**src/rtl/alu_bit_slice_if.sv**
```systemverilog
// alu_bit_slice_if: operand/control inputs and registered results of one ALU bit slice
// Signals:
//   in_valid, a, b, less, cin, a_invert, b_invert, operation[1:0]  -> into the slice
//   result, cout, set, overflow, out_valid                          <- from the slice
//   gen, prop (only with ALU_BIT_GP_EN defined)                     <- from the slice
// Modports: master drives operands and samples results, slave is the slice itself.
interface alu_bit_slice_if;
    logic       in_valid, a, b, less, cin, a_invert, b_invert;
    logic [1:0] operation;
    logic       result, cout, set, overflow, out_valid;
`ifdef ALU_BIT_GP_EN
    logic       gen, prop;
`endif
    modport master (
        output in_valid, a, b, less, cin, a_invert, b_invert, operation,
`ifdef ALU_BIT_GP_EN
        input  gen, prop,
`endif
        input  result, cout, set, overflow, out_valid
    );
    modport slave (
        input  in_valid, a, b, less, cin, a_invert, b_invert, operation,
`ifdef ALU_BIT_GP_EN
        output gen, prop,
`endif
        output result, cout, set, overflow, out_valid
    );
endinterface

```
**src/rtl/alu_bit_slice.sv**
```systemverilog
// alu_bit_slice: registered 1-bit ALU slice (AND/OR/ADD/LESS with per-operand inversion)
// Ports:
//   clk   rising-edge clock
//   rst_n asynchronous active-low reset, clears every registered output
//   bus   alu_bit_slice_if.slave (operands/controls in, registered results out)
// Parameter MSB_SLICE: 1 drives set (sum) and overflow (cin ^ carry), 0 ties both to 0.
// Optional macro ALU_BIT_GP_EN: adds registered gen (ax&bx) and prop (ax|bx) outputs.
// Latency is one cycle; with in_valid low the data outputs hold and out_valid drops.
module alu_bit_slice #(
    parameter bit MSB_SLICE = 1'b0
) (
    input logic            clk,
    input logic            rst_n,
    alu_bit_slice_if.slave bus
);
    logic ax, bx, s, c, result_next;
    always_comb begin
        ax          = bus.a ^ bus.a_invert;
        bx          = bus.b ^ bus.b_invert;
        s           = ax ^ bx ^ bus.cin;
        c           = (ax & bx) | (ax & bus.cin) | (bx & bus.cin);
        result_next = bus.operation == 2'b00 ? ax & bx :
                      bus.operation == 2'b01 ? ax | bx :
                      bus.operation == 2'b10 ? s : bus.less;
    end
    always_ff @(posedge clk or negedge rst_n) begin
        if (!rst_n) begin
            bus.result    <= 1'b0;
            bus.cout      <= 1'b0;
            bus.set       <= 1'b0;
            bus.overflow  <= 1'b0;
            bus.out_valid <= 1'b0;
`ifdef ALU_BIT_GP_EN
            bus.gen       <= 1'b0;
            bus.prop      <= 1'b0;
`endif
        end else begin
            bus.out_valid <= bus.in_valid;
            if (bus.in_valid) begin
                bus.result   <= result_next;
                // carry is captured for every operation so SUB/SLT chains see it
                bus.cout     <= c;
                bus.set      <= MSB_SLICE ? s : 1'b0;
                bus.overflow <= MSB_SLICE ? bus.cin ^ c : 1'b0;
`ifdef ALU_BIT_GP_EN
                bus.gen      <= ax & bx;
                bus.prop     <= ax | bx;
`endif
            end
        end
    end
endmodule

```
**src/flat_wrapper.sv**
```systemverilog
// flat-port wrapper written by rule: the top's interface ports become plain ports
module alu_bit_slice_flat 
#(
    parameter bit MSB_SLICE = 1'b0
)
  (clk, rst_n, bus_in_valid, bus_a, bus_b, bus_less, bus_cin, bus_a_invert, bus_b_invert, bus_operation, bus_result, bus_cout, bus_set, bus_overflow, bus_out_valid);
  alu_bit_slice_if bus_i ();
  input logic clk;
  input logic rst_n;
  input wire logic [$bits(bus_i.in_valid)-1:0] bus_in_valid;
  input wire logic [$bits(bus_i.a)-1:0] bus_a;
  input wire logic [$bits(bus_i.b)-1:0] bus_b;
  input wire logic [$bits(bus_i.less)-1:0] bus_less;
  input wire logic [$bits(bus_i.cin)-1:0] bus_cin;
  input wire logic [$bits(bus_i.a_invert)-1:0] bus_a_invert;
  input wire logic [$bits(bus_i.b_invert)-1:0] bus_b_invert;
  input wire logic [$bits(bus_i.operation)-1:0] bus_operation;
  output wire logic [$bits(bus_i.result)-1:0] bus_result;
  output wire logic [$bits(bus_i.cout)-1:0] bus_cout;
  output wire logic [$bits(bus_i.set)-1:0] bus_set;
  output wire logic [$bits(bus_i.overflow)-1:0] bus_overflow;
  output wire logic [$bits(bus_i.out_valid)-1:0] bus_out_valid;
  assign bus_i.in_valid = bus_in_valid;
  assign bus_i.a = bus_a;
  assign bus_i.b = bus_b;
  assign bus_i.less = bus_less;
  assign bus_i.cin = bus_cin;
  assign bus_i.a_invert = bus_a_invert;
  assign bus_i.b_invert = bus_b_invert;
  assign bus_i.operation = bus_operation;
  assign bus_result = bus_i.result;
  assign bus_cout = bus_i.cout;
  assign bus_set = bus_i.set;
  assign bus_overflow = bus_i.overflow;
  assign bus_out_valid = bus_i.out_valid;
  alu_bit_slice #(.MSB_SLICE(MSB_SLICE)) u_core (.clk(clk), .rst_n(rst_n), .bus(bus_i));
endmodule
```
**config.mk**
```make
export PLATFORM = sky130hd
export DESIGN_NAME = alu_bit_slice_flat
export DESIGN_NICKNAME = d
export VERILOG_FILES = /design/src/rtl/alu_bit_slice_if.sv /design/src/rtl/alu_bit_slice.sv /design/src/flat_wrapper.sv
export SDC_FILE = /design/constraint.sdc
export NUM_CORES = 1
export LEC_CHECK = 0
export ABC_AREA = 1
export CAP_MARGIN = 5
export CORE_AREA = 5 5 42 44
export DETAILED_ROUTE_END_ITERATION = 16
export DIE_AREA = 0 0 47 49
export PLACE_DENSITY = 0.49
export SETUP_SLACK_MARGIN = 0.1
export SLEW_MARGIN = 5
export SYNTH_ARGS = -nofsm -noshare
export SYNTH_HDL_FRONTEND = slang
export SYNTH_SLANG_ARGS = --single-unit
```
**constraint.sdc**
```tcl
create_clock -name clk -period 1.7 [get_ports clk]
set_input_delay 0.255 -clock clk [delete_from_list [all_inputs] [get_ports clk]]
set_output_delay 0.255 -clock clk [all_outputs]
set_load 0.1 [all_outputs]
```
==> impl_metrics.py, run 1 <==
metrics = {
    "floorplanning": {
        "coreArea_sq_um": 1401,
        "start_util": 0.1625,
        "io-pin-count": 16,
        "dieArea_sq_um": 2303,
        "row_count": 14,
        "fp.dieW_microns": 47,
        "chipHeight_microns": 49,
    },
    "setup_path": {
        "r2r_start": "u_core.bus.cout",
        "reg2reg_depth": 2,
        "path_class": "in2reg",
        "slowest_stage": "fa_1",
        "critPathLaunch": "bus_cin",
        "cp-end-kind": "register",
        "cp_cell_sequence": "clkdlybuf4s50_1 -> fa_1 -> nand2_1 -> nand3_1 -> nand3_1 -> nand2_1",
        "critPathCapture": "u_core.bus.result",
        "max_stage_delay_ns": 0.48,
        "crit_fanout": 1,
        "worstPathArrival_ns": 1.43,
        "r2r-end": "u_core.bus.cout",
        "startpoint_type": "input pin",
        "rrSetupSlack_ns": 1.06,
        "cp.required_ns": 1.82,
    },
    "route": {
        "vias": 224,
        "viasPerCell": 3.446,
        "drtIter0Drc": 2,
        "drcViolationCount": 0,
        "wl_per_cell_microns": 7.815,
        "firstDrtPassIters": 2,
        "antenna_left": 0,
        "drt-total-wl_microns": 508,
    },
    "yosys": {
        "ys_seq_elements": 3,
        "synth_top_family_by_area": "simple AND/OR/NAND/NOR gates",
        "synth_area_per_cell_sq_um": 7.852,
        "synth-simple-area-share": 0.2143,
        "synth_top_cell_by_area": "dfrtp_1",
        "synth_area_sq_um": 227.7,
        "ys.warnings.count": 0,
        "ys_seq_area_frac": 0.3297,
        "async_reset_ff_frac": 1.000,
        "synthMuxAreaShare": 0,
        "synth_xor_area_frac": 0.07692,
        "synth_common_cells": "nand2_1, inv_1, dfrtp_1, nand3_1",
        "syn-instance-count": 29,
        "synthAdderAreaFrac": 0.1978,
        "synthFlopType": "dfrtp_1",
        "synth_area_leaders": "dfrtp_1, nand2_1, ha_1",
        "synth_top_area_frac": 0.3297,
        "synth.distinct_cells": 9,
        "synth_edf_count": 0,
        "synth_compound_area_frac": 0,
        "yosysMostFrequentCell": "nand2_1",
    },
    "sta": {
        "max_freq_mhz": 764.3,
        "fin_skew_ns": 0,
        "setup_slack_ns": 0.3916,
        "maxSlewViolCount": 0,
        "final_hold_viol_count": 0,
        "period_needed_ns": 1.308,
        "setup-violations-final": 0,
        "timing.final.crit_share": 0.7697,
        "grt_setup_unrepaired": "false",
    },
    "global_routing": {
        "grt_first_pass_wirelength_microns": 876,
        "gr-usage-all-layers": 0.05638,
        "grt_max_degree": 5,
        "antenna_found_initial": 0,
        "grt_pass1_vias": 233,
        "grt_overflow": 0,
    },
    "outcome": {
        "status": "complete, no violations",
    },
    "cts": {
        "cts.htree.levels": 1,
        "numCtsBuffers": 3,
        "cts_setup_buffers": 0,
        "postCtsHoldBufs": 0,
        "cts_root_buf": "clkbuf_4",
        "clkTransAtPathRegs_ns": 0.04,
        "cts.sinks": 3,
        "cts_tree": "done",
        "clock_latency_ns": 0.23,
        "clk_path_buf_depth": 2,
    },
    "cells_and_area": {
        "diodes": 0,
        "drive_gt1_frac": 0.2857,
        "final_util": 0.3411,
        "area_growth_pct": 109.9,
        "instances_no_fill": 65,
        "nets": 64,
        "finalInstanceArea_sq_um": 478.0,
    },
    "place": {
        "placed_cell_area_sq_um": 426.7,
        "place_congestion": 0.5668,
        "dp_slack_ns": -0.1495,
        "dpl.cell_count": 61,
        "dpl.hpwl_microns": 442.2,
        "port_buffers": 13,
    },
    "power_and_ir_drop": {
        "leakage_nw": 0.2756,
        "powerDensity_nw_per_um2": 846.2,
        "finalPower_mw": 0.4044,
        "peakVddDrop_mv": 0.4221,
    },
    "hold_path": {
        "hp-class": "in2async",
    },
    "flow_run": {
        "cap_viol_max_count": 0,
    },
}
[per-layer routing]
layer	GRT usage	vias up	wire [microns]
met2	0.07466	7	273
met3	0.03321	0	40
met4	0.04147	0	0
met5	0	-	0
met1	0.06388	97	194
li1	-	120	-
[worst min-delay path by stage]
stage                     start           endpoint  slack [ns]
after detailed placement  rst_n  u_core.bus.result        0.46
after floorplan           rst_n    u_core.bus.cout       -0.04
after CTS                 rst_n  u_core.bus.result        0.20
after global placement    rst_n  u_core.bus.result        0.46
after global routing      rst_n  u_core.bus.result        0.20
final                     rst_n  u_core.bus.result        0.21
[worst max-delay path, delay by kind of cell]
| kind | cells | cell delay (ns) |
|---|---|---|
| fa+ha+maj | 1 | 0.48 |
| simple gates | 4 | 0.27 |
| buf+inv | 1 | 0.43 |
[logic make-up after synthesis]
kind of cell	after synthesis
flip-flops	3
other	1
buffers and inverters	8
AND/OR/NAND/NOR	12
XOR/XNOR	2
adder cells (fa/ha/maj)	3
[per-stage QoR]
stage	hold slack [ns]	TNS (ns)
6_report	0.2051	0
4_1_cts	0.2006	0
3_5_place_dp	0.4560	-0.1495
3_3_place_gp	0.4572	-0.1015
2_1_floorplan	-0.04059	0
5_1_grt	0.2023	0
[sequential cells by signal, summed over array words and instances (netlist names)]
| name | flops |
|---|---|
| u_core.bus.out_valid | 1 |
| u_core.bus.result | 1 |
| u_core.bus.cout | 1 |
[cells in the final DEF, fill, tap and decap left out, drive strengths merged]
cell           Yosys  routed
clkbuf             0       4
nand2              9       9
conb               1       2
ha                 2       2
dlymetal6s2s       0       4
xnor2              2       2
inv                6       6
fa                 1       1
clkdlybuf4s50      0       6
dfrtp              3       3
buf                2       7
nand3              3       3
[final cells by class]
type                            count  area (sq um)
Multi-Input combinational cell     19         133.9
Timing Repair Buffer               17         200.2
Tap cell                           16         20.02
Fill cell                         161         923.4
Sequential cell                     3         75.07
Inverter                            6         22.52
Clock buffer                        4         26.28
[power breakdown]
group,internal (mW),switching [mW],leakage (nW)
logic,0.0788,0.112,0.225
registers,0.0799,0.00817,0.0359
clock network,0.0880,0.0374,0.0150
[timing repair]
action                                  in CTS  in global routing
endpoints found under the hold margin        0                  0
resized for setup                            0                  8
endpoints found under the setup margin       0                  1
Power figures use the tool's default switching activity.
==> run 2, diff against run 1 <==
Clock period 1.7 ns to 1.3 ns, I/O delays scaled along.
==> run 2 against run 1 <==
Net effect: sequential cell count stayed put; worst hold slack worse by 0.055 ns; clock skew stayed put; count of clock-buffer cells in the layout unchanged; sequential share of layout area is 0.082 points lower; critical path depth is 2 higher; combinational power is 38% higher; design area grew 0.52%; clock power grew 30%; critical path type unchanged.
==> impl_metrics.py, run 2 (same netlist as run 1, synthesis figures left out) <==
metrics = {
    "floorplanning": {
        "start_util": 0.1625,
        "chipHeight_microns": 49,
        "coreArea_sq_um": 1401,
        "row_count": 14,
        "io-pin-count": 16,
        "dieArea_sq_um": 2303,
        "fp.dieW_microns": 47,
    },
    "route": {
        "drcViolationCount": 0,
        "firstDrtPassIters": 2,
        "vias": 237,
        "antenna_left": 0,
        "viasPerCell": 3.485,
        "wl_per_cell_microns": 7.794,
        "drt-total-wl_microns": 530,
        "drtIter0Drc": 1,
    },
    "power_and_ir_drop": {
        "peakVddDrop_mv": 0.4205,
        "combPwrFrac": 0.486,
        "finalPower_mw": 0.5408,
        "clkPwrFrac": 0.301,
        "leakage_nw": 0.2567,
        "intPower_mw": 0.3306,
        "powerDensity_nw_per_um2": 1126,
        "switchingPower_mw": 0.2102,
        "seqPwrFrac": 0.213,
        "p_sw_frac": 0.3888,
    },
    "setup_path": {
        "slowest_stage": "fa_1",
        "path_class": "in2reg",
        "cp_cell_sequence": "clkbuf_2 -> xnor2_2 -> inv_2 -> fa_1 -> nand2_1 -> nand3_1 -> nand3_1 -> nand2_1",
        "reg2reg_depth": 2,
        "max_stage_delay_ns": 0.44,
        "worstPathArrival_ns": 1.23,
        "cp-end-kind": "register",
        "rrSetupSlack_ns": 0.66,
        "crit_fanout": 2,
        "cp.required_ns": 1.42,
        "r2r-end": "u_core.bus.cout",
        "startpoint_type": "input pin",
        "r2r_start": "u_core.bus.cout",
    },
    "flow_run": {
        "cap_viol_max_count": 0,
    },
    "cells_and_area": {
        "final_cell_mix": "nand2_1, buf_4, clkdlybuf4s50_1, inv_1",
        "top_regs": "u_core.bus.cout x1, u_core.bus.out_valid x1, u_core.bus.result x1",
        "diodes": 0,
        "final_common_cell": "nand2_1",
        "nets": 67,
        "seq_area_sq_um": 75.07,
        "area_growth_pct": 111.0,
        "multi_input_area_sq_um": 145.1,
        "finalInstanceArea_sq_um": 480.5,
        "n_fill_cell": 161,
        "drive_gt1_frac": 0.4038,
    },
    "global_routing": {
        "grt_max_degree": 5,
        "grt_pass1_vias": 240,
        "grt_first_pass_wirelength_microns": 883,
        "grt_overflow": 0,
        "antenna_found_initial": 0,
        "gr-usage-all-layers": 0.05575,
    },
    "cts": {
        "clk_path_buf_depth": 2,
        "clock_latency_ns": 0.23,
        "cts.sinks": 3,
        "clkTransAtPathRegs_ns": 0.04,
        "postCtsHoldBufs": 0,
        "numCtsBuffers": 3,
        "cts_root_buf": "clkbuf_4",
        "cts_tree": "done",
        "cts.htree.levels": 1,
    },
    "sta": {
        "max_freq_mhz": 905.1,
        "grt_setup_unrepaired": "false",
        "hold_slack_ns": 0.1504,
        "period_needed_ns": 1.105,
        "final_hold_viol_count": 0,
        "setup-violations-final": 0,
        "final.setup.tns_ns": 0,
        "fin_skew_ns": 0,
        "timing.final.crit_share": 0.8499,
        "maxSlewViolCount": 0,
    },
    "place": {
        "placed_cell_area_sq_um": 452.9,
        "place_congestion": 0.6104,
        "port_buffers": 13,
        "dpl.hpwl_microns": 438.1,
    },
    "outcome": {
        "status": "complete, no violations",
    },
    "hold_path": {
        "hp-class": "in2async",
    },
}
-- run 2: changes by cell type in the layout (fill, tap and decap cells not counted) --
| cell | delta |
|---|---|
| dlymetal6s2s_1 | -4 |
| buf_4 | +3 |
| buf_2 | +2 |
| clkbuf_2 | +2 |
| clkdlybuf4s50_1 | -1 |
| dlygate4sd2_1 | +1 |
| xnor2_2 | -1 |
| xnor2_4 | +1 |
-- run 2: what timing repair did --
item,in CTS,in global routing
endpoints found under the setup margin,2,1
gates resized for setup,12,4
gates cloned,0,0
pin swaps,3,6
buffers inserted,2,1
-- run 2: power groups by stage --
stage          logic [mW]  registers, mW  clock network [mW]
3_5_place_dp        0.257          0.117                   0
6_report            0.263          0.115               0.163
2_1_floorplan      0.0765          0.187                   0
4_1_cts             0.262          0.116               0.174
5_1_grt             0.280          0.116               0.185
3_3_place_gp        0.256          0.116                   0
-- run 2: metal layers --
layer  GRT usage  up-vias  part of all wire
met2     0.08145       11              0.53
met3     0.04428        0              0.14
met4     0.01382        0                 0
met5           0        -                 0
li1            -      124                 -
met1     0.06195      102              0.33
-- run 2: per-stage QoR --
step	cells	utilization	setup WS (ns)
after floorplan	30	-	0.1078
after global placement	61	0.3232	-0.4831
after detailed placement	61	0.3232	-0.4886
after CTS	67	0.3491	0.1089
after global routing	68	0.3429	0.09737
final	68	0.3429	0.1952
-- run 2: cell type report --
cell class / count / area share
Sequential cell: 3 / 0.1562
Clock buffer: 4 / 0.05469
Inverter: 6 / 0.04687
Timing Repair Buffer: 20 / 0.3984
Tap cell: 16 / 0.04167
Multi-Input combinational cell: 19 / 0.3021
-- run 2: critical path: cells and delay by family --
family | cells | cell delay [ns]
adder cells (fa/ha/maj) | 1 | 0.44
AND/OR/NAND/NOR | 4 | 0.24
XOR/XNOR | 1 | 0.19
buffers and inverters | 2 | 0.16
-- run 2: worst max-delay path by stage --
stage | from | endpoint | slack, ns | depth (start not counted)
global route | bus_b_invert | u_core.bus.result | 0.1 | 8
floorplan | bus_a_invert | u_core.bus.result | 0.11 | 7
global placement | bus_a_invert | u_core.bus.result | -0.48 | 8
finish | bus_b_invert | u_core.bus.result | 0.20 | 8
CTS | bus_b | u_core.bus.result | 0.11 | 8
detailed placement | bus_a_invert | u_core.bus.result | -0.49 | 8
==> run 3, diff against run 2 <==
Clock period 1.3 ns to 1.1 ns, I/O delays scaled along.
==> run 3 against run 2 <==
Net effect: register-to-register slack got worse by 0.20 ns; final cell count did not move; clock power rose by 17%; via count rose by 3.0%.
==> impl_metrics.py, run 3 (same netlist as run 1, synthesis figures left out) <==
metrics = {
    "cells_and_area": {
        "drive_gt1_frac": 0.4615,
        "finalInstanceArea_sq_um": 513.0,
        "final_common_cell": "nand2_1",
        "top_regs": "u_core.bus.cout x1, u_core.bus.out_valid x1, u_core.bus.result x1",
        "area_growth_pct": 125.3,
        "final_cell_mix": "nand2_1, buf_4, clkdlybuf4s50_1, inv_1",
        "diodes": 0,
        "n_fill_cell": 159,
        "nets": 67,
    },
    "sta": {
        "max_freq_mhz": 953.1,
        "maxSlewViolCount": 0,
        "grt_setup_unrepaired": "true",
        "fin_skew_ns": 0,
        "setup-violations-final": 0,
        "period_needed_ns": 1.049,
        "timing.final.crit_share": 0.9538,
        "final_hold_viol_count": 0,
    },
    "setup_path": {
        "path_class": "in2reg",
        "path_depth": 8,
        "r2r-end": "u_core.bus.cout",
        "crit_fanout": 2,
        "path_delay_family": "adder cells",
        "r2r_start": "u_core.bus.cout",
        "slowest_stage": "fa_1",
        "critPathCapture": "u_core.bus.result",
        "max_stage_delay_ns": 0.44,
        "worstPathArrival_ns": 1.17,
        "critPathLaunch": "bus_a_invert",
        "cp.required_ns": 1.22,
        "cp_cell_sequence": "buf_8 -> xnor2_4 -> inv_2 -> fa_1 -> nand2_1 -> nand3_1 -> nand3_1 -> nand2_1",
        "path_buf_inv": 2,
        "startpoint_type": "input pin",
        "cp-end-kind": "register",
        "reg2reg_depth": 2,
        "rrSetupSlack_ns": 0.46,
    },
    "place": {
        "dpl.hpwl_microns": 422.7,
        "placed_cell_area_sq_um": 441.7,
        "port_buffers": 13,
        "place_congestion": 0.5974,
    },
    "outcome": {
        "status": "complete, no violations",
    },
    "route": {
        "dr.max_layer_used": "met3",
        "viasPerCell": 3.588,
        "met3_wirelength_microns": 67,
        "met2_length_microns": 287,
        "drt-total-wl_microns": 530,
        "drtIter0Drc": 3,
        "firstDrtPassIters": 2,
        "wl_per_cell_microns": 7.794,
        "antenna_left": 0,
        "drcViolationCount": 0,
        "vias": 244,
        "wl_met1_microns": 176,
    },
    "global_routing": {
        "antenna_found_initial": 0,
        "grt_first_pass_wirelength_mm": 1.000,
        "grt_overflow": 0,
        "gr-usage-all-layers": 0.06290,
        "grt_pass1_vias": 272,
        "grt_max_degree": 5,
    },
    "floorplanning": {
        "chipHeight_microns": 49,
        "io-pin-count": 16,
        "row_count": 14,
        "dieArea_sq_um": 2303,
        "start_util": 0.1625,
        "coreArea_sq_um": 1401,
        "fp.dieW_microns": 47,
    },
    "cts": {
        "clkTransAtPathRegs_ns": 0.04,
        "cts.htree.levels": 1,
        "clock_latency_ns": 0.23,
        "cts_root_buf": "clkbuf_4",
        "cts.sinks": 3,
        "numCtsBuffers": 3,
        "cts_tree": "done",
        "clk_path_buf_depth": 2,
    },
    "power_and_ir_drop": {
        "powerDensity_nw_per_um2": 1269,
        "finalPower_mw": 0.6511,
        "leakage_nw": 0.2629,
        "peakVddDrop_mv": 0.6875,
    },
    "flow_run": {
        "cap_viol_max_count": 0,
    },
    "hold_path": {
        "hp-class": "in2async",
    },
}
## run 3: routing by layer
metal	vias to the layer above	track usage
met3	0	0.03690
li1	125	-
met2	12	0.08145
met1	107	0.07556
met5	-	0
met4	0	0.04147
## run 3: where the power goes
group          total, mW  leakage (nW)  internal (mW)  switching [mW]
Clock              0.191        0.0150          0.136          0.0556
Combinational      0.321         0.215          0.142           0.179
Sequential         0.139        0.0327          0.126          0.0127
## run 3: area by class of cell
type	instances	area (sq um)	share of cell area
flip-flops and latches	3	78.83	0.1537
repair buffers	20	220.2	0.4293
well taps	16	20.02	0.03902
clock buffers	4	26.28	0.05122
multi-input cells	19	145.1	0.2829
inverters	6	22.52	0.04390
## run 3: worst reg2reg max path, cell delays in order, from the launching register on
cell and delay [ns]:
dfrtp_2 0.41, nand2_1 0.07, nand2_1 0.04
## run 3: timing repair
action | CTS | global route
resized for setup | 18 | 7
hold buffers | 0 | 0
endpoints found under the setup margin | 2 | 3
setup buffers | 4 | 1
pin swaps | 6 | 5
## run 3: how the worst min path moves through the flow
stage	to	slack, ns	depth (start not counted)
floorplan	u_core.bus.cout	-0.13	0
global placement	u_core.bus.result	0.37	1
detailed placement	u_core.bus.result	0.36	1
CTS	u_core.bus.result	0.11	1
global route	u_core.bus.result	0.11	1
finish	u_core.bus.result	0.11	1
## run 3: metrics by stage
step | utilization | cells | setup WS [ns] | hold WS [ns] | TNS, ns
finish | 0.3661 | 68 | 0.05077 | 0.1147 | 0
global route | 0.3661 | 68 | -0.005812 | 0.1114 | -0.005812
CTS | 0.3446 | 67 | 0.02702 | 0.1084 | 0
detailed placement | 0.3152 | 59 | -0.6542 | 0.3611 | -1.100
global placement | 0.3152 | 59 | -0.6395 | 0.3654 | -1.084
floorplan | - | 30 | -0.05253 | -0.1306 | -0.05253
